### config.mk
export PLATFORM = sky130hd
export DESIGN_NAME = nibble_toggle_sender
export DESIGN_NICKNAME = d
export VERILOG_FILES = /design/src/rtl/nibble_toggle_sender.sv
export SDC_FILE = /design/constraint.sdc
export NUM_CORES = 1
export LEC_CHECK = 0
export BUFFER_PORTS_ARGS = -buffer_cell sky130_fd_sc_hd__buf_2
export CAP_MARGIN = 20
export CELL_PAD_IN_SITES_DETAIL_PLACEMENT = 1
export CELL_PAD_IN_SITES_GLOBAL_PLACEMENT = 2
export CORE_MARGIN = 5
export CORE_UTILIZATION = 25
export DETAILED_ROUTE_END_ITERATION = 10
export PLACE_DENSITY = 0.57
export SYNTH_ARGS = -nofsm -noshare
export SYNTH_HDL_FRONTEND = slang
export SYNTH_SLANG_ARGS = --single-unit
export TNS_END_PERCENT = 30
### constraint.sdc
create_clock -name clk -period 2.3 [get_ports clk]
set_clock_uncertainty 0.15 [all_clocks]
set_input_delay 0.23 -clock clk [delete_from_list [all_inputs] [get_ports clk]]
set_output_delay 0.23 -clock clk [all_outputs]
set_load 0.1 [all_outputs]
### src/rtl/nibble_toggle_sender.sv
// nibble_toggle_sender: decodes received ASCII hex digits into nibbles, queues
// them in a small FIFO and presents each one to a downstream digit shifter with
// a setup/hold handshake announced by a level toggle on shift_tgl.
// Optional feature macro: HEX_ALPHA_EN (when defined, 'A'-'F' and 'a'-'f' are
// accepted as nibbles 10-15; otherwise they are rejected).
module nibble_toggle_sender #(
  parameter int unsigned SETUP_CYCLES = 4,
  parameter int unsigned HOLD_CYCLES  = 128,
  parameter int unsigned FIFO_DEPTH   = 4
) (
  input  logic       clk,
  input  logic       rst,
  input  logic [7:0] rx_data,
  input  logic       rx_valid,
  output logic [3:0] nibble_out,
  output logic       shift_tgl,
  output logic       busy,
  output logic       overflow,
  output logic       reject
);

  localparam int unsigned PTR_W = (FIFO_DEPTH > 1) ? $clog2(FIFO_DEPTH) : 1;
  localparam int unsigned CNT_W = PTR_W + 1;
  localparam int unsigned TMR_W = 8;

  localparam logic [CNT_W-1:0] FIFO_FULL_CNT = CNT_W'(FIFO_DEPTH);
  localparam logic [TMR_W-1:0] SETUP_LAST    = TMR_W'(SETUP_CYCLES - 1);
  localparam logic [TMR_W-1:0] HOLD_LAST     = TMR_W'(HOLD_CYCLES - 1);

  typedef enum logic [1:0] {
    IDLE  = 2'd0,
    SETUP = 2'd1,
    HOLD  = 2'd2
  } state_t;

  // FSM and datapath registers
  state_t           state;
  state_t           state_next;
  logic [TMR_W-1:0] tmr;
  logic [TMR_W-1:0] tmr_next;
  logic [3:0]       nibble_next;
  logic             tgl_next;
  logic             busy_next;
  logic             overflow_next;
  logic             reject_next;

  // FIFO storage and bookkeeping
  logic [3:0]       mem [FIFO_DEPTH];
  logic [PTR_W-1:0] wr_ptr;
  logic [PTR_W-1:0] rd_ptr;
  logic [CNT_W-1:0] count;
  logic [CNT_W-1:0] count_next;
  logic [PTR_W-1:0] wr_ptr_next;
  logic [PTR_W-1:0] rd_ptr_next;

  // Decoder and handshake strobes
  logic       code_ok;
  logic [3:0] code_nib;
  logic       fifo_full;
  logic       pop;
  logic       push;
  logic       drop;

  // ASCII to nibble decode; code_ok marks a character we can queue
  always_comb begin
    code_ok  = 1'b0;
    code_nib = 4'd0;
    if (rx_data >= 8'h30 && rx_data <= 8'h39) begin
      code_ok  = 1'b1;
      code_nib = 4'(rx_data - 8'h30);
    end
`ifdef HEX_ALPHA_EN
    else if (rx_data >= 8'h41 && rx_data <= 8'h46) begin
      code_ok  = 1'b1;
      code_nib = 4'(rx_data - 8'h37);
    end
    else if (rx_data >= 8'h61 && rx_data <= 8'h66) begin
      code_ok  = 1'b1;
      code_nib = 4'(rx_data - 8'h57);
    end
`else
    // letters are left invalid, so they fall through to reject
`endif
  end

  // FIFO push/pop arbitration; a same-cycle pop frees the slot for the push
  always_comb begin
    fifo_full = (count == FIFO_FULL_CNT);
    pop       = (state == IDLE) && (count != '0);
    push      = rx_valid && code_ok && (!fifo_full || pop);
    drop      = rx_valid && code_ok && fifo_full && !pop;

    wr_ptr_next = push ? (wr_ptr + PTR_W'(1)) : wr_ptr;
    rd_ptr_next = pop  ? (rd_ptr + PTR_W'(1)) : rd_ptr;

    count_next = count;
    case ({push, pop})
      2'b10:   count_next = count + CNT_W'(1);
      2'b01:   count_next = count - CNT_W'(1);
      default: count_next = count;
    endcase
  end

  // Next-state and output logic for the setup/hold handshake
  always_comb begin
    state_next  = state;
    tmr_next    = tmr;
    nibble_next = nibble_out;
    tgl_next    = shift_tgl;

    case (state)
      IDLE: begin
        if (count != '0) begin
          nibble_next = mem[rd_ptr];
          tmr_next    = '0;
          state_next  = SETUP;
        end
      end
      SETUP: begin
        if (tmr == SETUP_LAST) begin
          tgl_next   = ~shift_tgl;
          tmr_next   = '0;
          state_next = HOLD;
        end else begin
          tmr_next = tmr + TMR_W'(1);
        end
      end
      HOLD: begin
        if (tmr == HOLD_LAST) begin
          tmr_next   = '0;
          state_next = IDLE;
        end else begin
          tmr_next = tmr + TMR_W'(1);
        end
      end
      default: begin
        tmr_next   = '0;
        state_next = IDLE;
      end
    endcase

    reject_next   = rx_valid && !code_ok;
    overflow_next = overflow || drop;
    busy_next     = (state_next != IDLE) || (count_next != '0);
  end

  // FIFO storage write; contents need no reset since count gates reads
  always_ff @(posedge clk) begin
    if (push) begin
      mem[wr_ptr] <= code_nib;
    end
  end

  // State, FIFO bookkeeping and registered outputs
  always_ff @(posedge clk) begin
    if (rst) begin
      state      <= IDLE;
      tmr        <= '0;
      wr_ptr     <= '0;
      rd_ptr     <= '0;
      count      <= '0;
      nibble_out <= 4'd0;
      shift_tgl  <= 1'b0;
      busy       <= 1'b0;
      overflow   <= 1'b0;
      reject     <= 1'b0;
    end else begin
      state      <= state_next;
      tmr        <= tmr_next;
      wr_ptr     <= wr_ptr_next;
      rd_ptr     <= rd_ptr_next;
      count      <= count_next;
      nibble_out <= nibble_next;
      shift_tgl  <= tgl_next;
      busy       <= busy_next;
      overflow   <= overflow_next;
      reject     <= reject_next;
    end
  end

endmodule

==> impl_metrics.tcl, run 1 <==
set metrics [dict create \
    dominant_combinational_cell_family_by_area_after_synthesis "simple AND/OR/NAND/NOR gates" \
    cap_viol_max_count 0 \
    p_per_area_nw_per_um2 982 \
    dp_hpwl_um 3560 \
    gp_routability_congestion 0.676 \
    async_flop_share_pct 0 \
    clock_latency_ns 0.31 \
    first_global_vias 1576 \
    drt_iter0_drcs 48 \
    synth.most_common_cell "sky130_fd_sc_hd__dfxtp_1" \
    tritoncts_num_sinks 41 \
    die_width_um 101 \
    slew_headroom_pct 63.1 \
    synth_xor_xnor_area_share_pct 5.50 \
    synthesis.nets 217 \
    levels_on_crit_path 8 \
    synth_flop_cell "sky130_fd_sc_hd__dfxtp_1" \
    grt_overflow 0 \
    worst_slew_pin_slew_ns 0.552 \
    drt-vias-per-instance 4.58 \
    critPathSlowestCell "sky130_fd_sc_hd__fa_2" \
    floorplan.initialDensity_pct 25.3 \
    synth_top_cells_by_area "sky130_fd_sc_hd__dfxtp_1 24%, sky130_fd_sc_hd__edfxtp_1 23%, sky130_fd_sc_hd__ha_1 5.5%" \
    hold_buffers 0 \
    clock_pin_slew_worst_setup_and_hold_paths_ns 0.09 \
    slew_viol_final 0 \
    min_path_cells 2 \
    antenna_violation_net_count_after_detailed_routing 0 \
    cp_max_fo 2 \
    finalHoldViolCount 0 \
    vdd.ir_drop.worst_v 0.000287 \
    row_count 33 \
    path_class "reg -> reg" \
    cp_top_family "simple AND/OR/NAND/NOR gates" \
    number_of_antenna_violations_at_the_first_check_in_global_routing 0 \
    dpl_cell_area_um2 2350 \
    grt_pass1_wl_um 7890 \
    final_design_area_no_fill_um2 2470 \
    fmax_mhz 460 \
    number_of_top_level_design_ports 19 \
    drt_pre_antenna_iters 4 \
    synth-compound-area-share_pct 11.7 \
    synthesized_instance_count 196 \
    critPathMaxStageDelay_ns 0.46 \
    warnings_from_yosys 0 \
    nNetsFinal 248 \
    cp.buffers_inverters 0 \
    regToRegSetupSlack_ns 0.13 \
    wire_per_inst_um 14.4 \
    groute.usage.overall_pct 9.98 \
    yosysSeqAreaShare_pct 47.9 \
    synth_area_per_cell_um2 10.5 \
    finalCritPeriodShare_pct 94.5 \
    power_leakage_nw 0.943 \
    die_area_um2 10100 \
    finalSetupViolations 0 \
    remaining_drc_errors 0 \
    start_kind "flip-flop" \
    crit_chain "or2_4 > o21ai_4 > nor2_2 > fa_2 > nor4bb_1 > a21oi_1 > o211ai_1 > a41oi_2" \
    vias 1526 \
    clock_period_minus_worst_slack_ns 2.17 \
    fin_ws_ns 0.126 \
    worst_ep_arrival_time_ns 2.19 \
    cts.root.buffer_cell "sky130_fd_sc_hd__clkbuf_8" \
    flop_and_latch_count_out_of_synthesis 41 \
    yosys.cell_types.count 48 \
    cts-htree-levels 2 \
    diodes 0 \
    yosys.area_share.simple_pct 20.1 \
    syn_to_final_growth_pct 20.4 \
    numPortBuffers 18 \
    post_route_cells_drive_above_1_share_pct 27.6 \
    ff2ff_path_depth 8 \
    pre_cts_ws_ns -0.0111 \
    post_layout_total_power_mw 2.42 \
    cts_tree "done" \
    max-clock-path-buffers 2 \
    grt_max_degree 19 \
    run_status "completed" \
    synth_enable_flop_cells 16 \
    timing.hold.worst.class "in -> reg" \
    cts-buffers-inserted 5 \
    die_height_um 101 \
    grt_setup_unrepaired "no" \
    end_kind "flip-flop" \
    synthDominantAreaCellType "sky130_fd_sc_hd__dfxtp_1" \
    required_ns 2.32 \
    yosysTopAreaCellShare_pct 24.4 \
    synth-adder-area-share_pct 6.48 \
    core_um2 8090 \
    route.final.wire_length_um 4780 \
    most_common_library_cells_after_synthesis "25 x sky130_fd_sc_hd__dfxtp_1, 20 x sky130_fd_sc_hd__nor2_1, 19 x sky130_fd_sc_hd__nand2_1" \
    synthMuxAreaShare_pct 4.40 \
    mappedNetlistArea_um2 2050 \
]
## cells by family after synthesis
group / count (synthesis)
fa+ha+maj: 10
simple gates: 76
flops: 41
compound gates: 36
mux: 4
xor+xnor: 12
buf+inv: 17
## through the flow
step,setup TNS (ns),cells,hold slack (ns),util [%]
after CTS,0,333,0.0888,30.3
after global routing,0,333,0.0822,30.5
after detailed placement,-0.0111,325,0.302,29.1
final,0,333,0.100,30.5
after global placement,-0.000312,325,0.295,29.1
after floorplan,-0.0389,196,0.245,-
## per-layer routing
| metal | track usage [%] | vias to the layer above | wire length, µm |
|---|---|---|---|
| met4 | 3.73 | 0 | 82 |
| met1 | 12.8 | 750 | 2390 |
| met2 | 16.6 | 15 | 2210 |
| met5 | 0 | - | 0 |
| li1 | - | 755 | - |
| met3 | 1.87 | 6 | 99 |
## cell type report
| cell class | count | area (µm²) |
|---|---|---|
| fill | 959 | 5630 |
| multi-input combinational | 138 | 1020 |
| sequential | 41 | 983 |
| timing repair buffer | 34 | 210 |
| tap | 105 | 131 |
| clock buffer | 5 | 68.8 |
| inverter | 7 | 26.3 |
| clock inverter | 3 | 25.0 |
## placed cells by master, fill, tap and decap left out, types with 2 or more instances in the layout
master	instances
sky130_fd_sc_hd__dfxtp_1	23
sky130_fd_sc_hd__nor2_1	19
sky130_fd_sc_hd__nand2_1	19
sky130_fd_sc_hd__buf_2	18
sky130_fd_sc_hd__edfxtp_1	16
sky130_fd_sc_hd__buf_4	16
sky130_fd_sc_hd__a21oi_1	10
sky130_fd_sc_hd__ha_1	8
sky130_fd_sc_hd__inv_1	7
sky130_fd_sc_hd__and3_1	7
sky130_fd_sc_hd__and2_1	6
sky130_fd_sc_hd__o21ai_0	6
sky130_fd_sc_hd__xor2_1	6
sky130_fd_sc_hd__xnor2_1	5
sky130_fd_sc_hd__clkbuf_8	5
sky130_fd_sc_hd__a31oi_1	4
sky130_fd_sc_hd__mux4_2	4
sky130_fd_sc_hd__nand3_1	3
sky130_fd_sc_hd__a31o_2	3
sky130_fd_sc_hd__nor3_1	3
sky130_fd_sc_hd__nor3b_1	2
sky130_fd_sc_hd__nor2b_1	2
sky130_fd_sc_hd__o211a_1	2
sky130_fd_sc_hd__o211ai_1	2
sky130_fd_sc_hd__nand4_1	2
sky130_fd_sc_hd__inv_6	2
sky130_fd_sc_hd__dfxtp_2	2
## registers in the layout, summed over array words and instances (netlist names)
register and flops:
mem 16, tmr 8, nibble_out 4, count 3, rd_ptr 2, state 2
wr_ptr 2, busy 1, overflow 1, reject 1, shift_tgl 1
## path summary, 6_finish.rpt
kind,start,to
max reg2reg,count[1],busy
min,rx_valid,reject
min reg2reg,nibble_out[1],nibble_out[1]
max,count[1],busy
## report_power, final
group          switching [mW]  internal [mW]  total [mW]
Combinational           0.685          0.365        1.05
Sequential             0.0444          0.819       0.864
Clock                   0.287          0.222       0.508
Total                    1.02           1.41        2.42
## what timing repair did
item / 4_1_cts / 5_1_grt
setup endpoints to repair: 1 / 3
gates resized for setup: 1 / 5
pin swaps: 0 / 1
gates cloned: 0 / 0
setup buffers: 0 / 0
## worst register-to-register path, cell delays in order, from the launching register on
cell and delay, ns:
sky130_fd_sc_hd__dfxtp_1 0.32, sky130_fd_sc_hd__or2_4 0.26, sky130_fd_sc_hd__o21ai_4 0.17, sky130_fd_sc_hd__nor2_2 0.06
sky130_fd_sc_hd__fa_2 0.46, sky130_fd_sc_hd__nor4bb_1 0.28, sky130_fd_sc_hd__a21oi_1 0.10, sky130_fd_sc_hd__o211ai_1 0.12
sky130_fd_sc_hd__a41oi_2 0.12
(Power assumes the default switching activity.)
==> run 2, diff against run 1 <==
--- a/config.mk
+++ b/config.mk
@@ -13,6 +13,7 @@
 export CORE_UTILIZATION = 25
 export DETAILED_ROUTE_END_ITERATION = 10
 export PLACE_DENSITY = 0.57
+export RECOVER_POWER = 25
 export SYNTH_ARGS = -nofsm -noshare
 export SYNTH_HDL_FRONTEND = slang
 export SYNTH_SLANG_ARGS = --single-unit
==> constraint.sdc (replaced) <==
create_clock -name clk -period 1.82 [get_ports clk]
set_clock_uncertainty 0.15 [all_clocks]
set_input_delay 0.182 -clock clk [delete_from_list [all_inputs] [get_ports clk]]
set_output_delay 0.182 -clock clk [all_outputs]
set_load 0.1 [all_outputs]
==> impl_metrics.tcl, run 2 (same netlist as run 1, synthesis figures left out) <==
set metrics [dict create \
    run_status "finished with violations" \
    violations_in_the_final_reports "setup timing" \
    crit-reg2reg-launch "count[1]" \
    drt_pre_antenna_iters 4 \
    dp_hpwl_um 3760 \
    timing.hold.worst.class "in -> reg" \
    post_route_cells_drive_above_1_share_pct 45.7 \
    vias 1595 \
    final_cell_mix "37 x sky130_fd_sc_hd__buf_4, 21 x sky130_fd_sc_hd__dfxtp_1, 18 x sky130_fd_sc_hd__buf_2" \
    grt_overflow 0 \
    nNetsFinal 274 \
    clock_latency_ns 0.29 \
    crit_chain "or2_4 > o21ai_4 > nor2_2 > fa_2 > nor4bb_2 > a21oi_1 > o211ai_1 > a41oi_2" \
    critPathMaxStageDelay_ns 0.45 \
    antenna_violation_net_count_after_detailed_routing 0 \
    row_count 33 \
    finalCritPeriodShare_pct 114 \
    diodes 0 \
    post_layout_total_power_mw 3.27 \
    cts-htree-levels 2 \
    cts_tree "done" \
    tritoncts_num_sinks 41 \
    clock_period_minus_worst_slack_ns 2.08 \
    slew_headroom_pct 67.7 \
    first_global_vias 1741 \
    end_kind "flip-flop" \
    drt-vias-per-instance 4.44 \
    timing.rr.end "busy" \
    clock_pin_slew_worst_setup_and_hold_paths_ns 0.09 \
    final_cell_count_without_fillers 359 \
    start_kind "flip-flop" \
    cp_top_family "simple AND/OR/NAND/NOR gates" \
    floorplan.initialDensity_pct 25.3 \
    largest_registers "mem x16, tmr x8, nibble_out x4" \
    fmax_mhz 480 \
    min_path_cells 2 \
    power.switching_fraction_pct 40.8 \
    largest_register "mem" \
    groute.usage.overall_pct 10.6 \
    remaining_drc_errors 0 \
    p_per_area_nw_per_um2 1170 \
    die_height_um 101 \
    final_common_cell "sky130_fd_sc_hd__buf_4" \
    core_um2 8090 \
    grt_pass1_wl_um 8490 \
    route.final.wire_length_um 4930 \
    die_area_um2 10100 \
    min-delay-start "rst" \
    hold_buffers 0 \
    power_leakage_nw 1.09 \
    hold-worst-slack_ns 0.0151 \
    worst_ep_arrival_time_ns 2.11 \
    fin_ws_ns -0.262 \
    hold-path-endpoint "nibble_out[1]" \
    die_width_um 101 \
    switch_pwr_mw 1.33 \
    required_ns 1.85 \
    numPortBuffers 18 \
    grt_setup_unrepaired "yes" \
    pre_cts_ws_ns -0.414 \
    number_of_antenna_violations_at_the_first_check_in_global_routing 0 \
    power.sequential.fraction_pct 33.4 \
    timing.setup.tns_ns -0.938 \
    cts-buffers-inserted 5 \
    drt_iter0_drcs 31 \
    internal_power_mw 1.93 \
    finalHoldViolCount 0 \
    gp_routability_congestion 0.714 \
    vdd.ir_drop.worst_v 0.000394 \
    post-route-util_pct 34.6 \
    place.detailed.instances 346 \
    largest_register_ff_count 16 \
    wire_per_inst_um 13.7 \
    slew_viol_final 0 \
    syn_to_final_growth_pct 36.7 \
    cp_max_fo 2 \
    critPathSlowestCell "sky130_fd_sc_hd__fa_2" \
    worst_slew_pin_slew_ns 0.487 \
    cap_viol_max_count 0 \
    dpl_cell_area_um2 2540 \
    grt_max_degree 17 \
    final_design_area_no_fill_um2 2800 \
    ff2ff_path_depth 8 \
    number_of_top_level_design_ports 19 \
    cts.root.buffer_cell "sky130_fd_sc_hd__clkbuf_8" \
    clkPwrFrac_pct 19.0 \
    path_class "reg -> reg" \
    max-clock-path-buffers 2 \
    comb_power_share_pct 47.6 \
    cp.buffers_inverters 0 \
    regToRegSetupSlack_ns -0.26 \
    finalSetupViolations 8 \
]
[run 2: cell types whose count changed in the layout (fill, tap and decap cells not counted), sizes merged]
cell / previous run / this run
buf: 34 / 59
clkbuf: 5 / 6
clkinv: 0 / 1
inv: 9 / 8
[run 2: area by class of cell]
| class | instances | area (µm²) |
|---|---|---|
| fill | 941 | 5290 |
| multi-input combinational | 138 | 1150 |
| sequential | 41 | 986 |
| timing repair buffer | 60 | 417 |
| tap | 105 | 131 |
| clock buffer | 5 | 68.8 |
| inverter | 7 | 28.8 |
| clock inverter | 3 | 21.3 |
[run 2: repair_timing]
item                       in CTS  in global routing
setup buffers                   4                  2
setup endpoints to repair      30                 30
gates resized for setup        20                 23
pin swaps                      18                  7
[run 2: worst max-delay path by stage]
stage / startpoint / to / slack (ns) / depth (start not counted)
2_1_floorplan: count[0] / busy / -0.48 / 9
4_1_cts: count[1] / busy / -0.29 / 8
5_1_grt: count[1] / busy / -0.38 / 8
6_report: count[1] / busy / -0.26 / 8
3_5_place_dp: rx_data[6] / busy / -0.41 / 9
3_3_place_gp: rx_data[6] / busy / -0.37 / 9
[run 2: power groups by stage]
stage          Combinational [mW]  Clock (mW)  Sequential (mW)
6_report                     1.56       0.619             1.09
2_1_floorplan               0.641           0             1.48
5_1_grt                      1.70       0.689             1.10
3_3_place_gp                 1.41           0             1.11
3_5_place_dp                 1.42           0             1.11
4_1_cts                      1.50       0.649             1.09
[run 2: layer usage]
metal  GRT usage (%)  share of wire [%]  vias to the layer above
li1                -                  -                      806
met4            3.42                1.0                        0
met5               0                  0                        -
met3            2.15                2.1                        4
met1            14.8                 51                      768
met2            16.5                 46                       17
==> run 3, diff against run 2 <==
==> constraint.sdc (replaced) <==
create_clock -name clk -period 1.7 [get_ports clk]
set_clock_uncertainty 0.15 [all_clocks]
set_input_delay 0.17 -clock clk [delete_from_list [all_inputs] [get_ports clk]]
set_output_delay 0.17 -clock clk [all_outputs]
set_load 0.1 [all_outputs]
==> impl_metrics.tcl, run 3 (same netlist as run 1, synthesis figures left out) <==
set metrics [dict create \
    number_of_antenna_violations_at_the_first_check_in_global_routing 0 \
    max-clock-path-buffers 2 \
    worst_ep_arrival_time_ns 2.12 \
    grt_use_met3_pct 2.21 \
    p_per_area_nw_per_um2 1280 \
    clock_latency_ns 0.29 \
    internal_power_mw 2.24 \
    largest_register "mem" \
    drt-vias-per-instance 4.50 \
    fin_ws_ns -0.398 \
    comb_power_share_pct 46.5 \
    die_width_um 101 \
    timing.hold.worst.class "in -> reg" \
    groute.usage.overall_pct 10.9 \
    path_class "reg -> reg" \
    power.sequential.fraction_pct 31.9 \
    dp_hpwl_um 3870 \
    floorplan.initialDensity_pct 25.3 \
    core_um2 8090 \
    row_count 33 \
    hold-worst-slack_ns 0.00636 \
    remaining_drc_errors 0 \
    worst_slew_pin_slew_ns 0.492 \
    drt_pre_antenna_iters 3 \
    fmax_mhz 477 \
    regToRegSetupSlack_ns -0.40 \
    post_layout_total_power_mw 3.66 \
    die_height_um 101 \
    largest_register_ff_count 16 \
    clock_period_minus_worst_slack_ns 2.10 \
    power.switching_fraction_pct 38.7 \
    critPathMaxStageDelay_ns 0.44 \
    cp_max_fo 2 \
    start_kind "flip-flop" \
    number_of_top_level_design_ports 19 \
    cp_top_family "simple AND/OR/NAND/NOR gates" \
    hold_buffers 0 \
    grt_pass1_wl_um 8580 \
    syn_to_final_growth_pct 39.8 \
    slew_viol_final 0 \
    drt_iter0_drcs 21 \
    cts_tree "done" \
    numPortBuffers 18 \
    grt_max_degree 14 \
    slew_headroom_pct 67.4 \
    finalCritPeriodShare_pct 123 \
    final_design_area_no_fill_um2 2860 \
    cts-htree-levels 2 \
    dpl_cell_area_um2 2570 \
    final_common_cell "sky130_fd_sc_hd__buf_4" \
    ff2ff_path_depth 8 \
    global_route.usage.met1_pct 14.9 \
    vdd.ir_drop.worst_v 0.000361 \
    min_path_cells 2 \
    finalSetupViolations 12 \
    nNetsFinal 279 \
    levels_on_crit_path 8 \
    vias 1638 \
    cp.buffers_inverters 0 \
    grt_setup_unrepaired "yes" \
    tritoncts_num_sinks 41 \
    first_global_vias 1766 \
    diodes 0 \
    power_leakage_nw 1.14 \
    die_area_um2 10100 \
    cap_viol_max_count 0 \
    timing.setup.tns_ns -2.17 \
    crit_chain "or2_4 > o21ai_4 > nor2_2 > fa_2 > nor4bb_1 > a21oi_1 > o211ai_1 > a41oi_2" \
    finalHoldViolCount 0 \
    largest_registers "mem x16, tmr x8, nibble_out x4" \
    cts.root.buffer_cell "sky130_fd_sc_hd__clkbuf_8" \
    run_status "finished with violations" \
    critPathSlowestCell "sky130_fd_sc_hd__fa_2" \
    final_cell_mix "43 x sky130_fd_sc_hd__buf_4, 21 x sky130_fd_sc_hd__dfxtp_1, 18 x sky130_fd_sc_hd__buf_2" \
    grt_overflow 0 \
    route.final.wire_length_um 5030 \
    antenna_violation_net_count_after_detailed_routing 0 \
    required_ns 1.72 \
    clkPwrFrac_pct 21.6 \
    wire_per_inst_um 13.8 \
    violations_in_the_final_reports "setup timing" \
    post_route_cells_drive_above_1_share_pct 46.3 \
    switch_pwr_mw 1.42 \
    grt.busiest_layer "met2" \
    cts-buffers-inserted 5 \
    gr-usage-met2_pct 16.9 \
    fill_cells 932 \
    gp_routability_congestion 0.707 \
    clock_pin_slew_worst_setup_and_hold_paths_ns 0.08 \
    end_kind "flip-flop" \
]
==> run 3: changes by cell type in the layout (fill, tap and decap cells not counted), moves of 2 or more <==
cell	before	now
sky130_fd_sc_hd__and2_2	2	4
sky130_fd_sc_hd__and2_4	2	0
sky130_fd_sc_hd__buf_6	4	2
sky130_fd_sc_hd__inv_2	3	5
sky130_fd_sc_hd__buf_4	37	43
==> run 3: layer usage <==
layer | up-vias | wire (µm)
met4 | 0 | 101
met1 | 789 | 2450
met5 | - | 0
met3 | 8 | 137
li1 | 817 | -
met2 | 24 | 2340
==> run 3: through the flow <==
step                setup slack, ns  utilization (%)  std cells
floorplan                    -0.596                -        196
global placement             -0.483             31.8        351
detailed placement           -0.521             31.8        351
CTS                          -0.409             34.1        361
global route                 -0.481             35.4        364
finish                       -0.398             35.4        364
==> run 3: timing repair <==
item                                    4_1_cts  5_1_grt
endpoints found under the hold margin         0        0
pin swaps                                     9       11
gates resized for setup                      19       20
endpoints found under the setup margin       29       29
setup buffers                                 2        4
==> run 3: power groups by stage <==
stage | clock [mW] | combinational, mW | sequential (mW)
final | 0.792 | 1.70 | 1.17
after global routing | 0.872 | 1.84 | 1.18
after CTS | 0.837 | 1.66 | 1.17
after detailed placement | 0 | 1.54 | 1.19
after global placement | 0 | 1.52 | 1.19
after floorplan | 0 | 0.686 | 1.59
==> run 3: final cells by class <==
class	instances	area (µm²)	area share, %
Timing Repair Buffer	65	459	16.0
Clock buffer	6	72.6	2.53
Inverter	7	26.3	0.918
Clock inverter	2	38.8	1.35
Multi-Input combinational cell	138	1150	40.1
Sequential cell	41	986	34.4
Tap cell	105	131	4.59
==> run 3: worst register-to-register path: stages (launching register included) <==
cell and delay, ns:
sky130_fd_sc_hd__dfxtp_2 0.33, sky130_fd_sc_hd__or2_4 0.26, sky130_fd_sc_hd__o21ai_4 0.15, sky130_fd_sc_hd__nor2_2 0.06, sky130_fd_sc_hd__fa_2 0.44, sky130_fd_sc_hd__nor4bb_1 0.27
sky130_fd_sc_hd__a21oi_1 0.11, sky130_fd_sc_hd__o211ai_1 0.10, sky130_fd_sc_hd__a41oi_2 0.11
==> run 3: path summary, 6_finish.rpt <==
path,from,end
worst max-delay path,count[1],busy
worst min-delay path,rst,nibble_out[2]
worst max register to register,count[1],busy
worst min register to register,nibble_out[2],nibble_out[2]
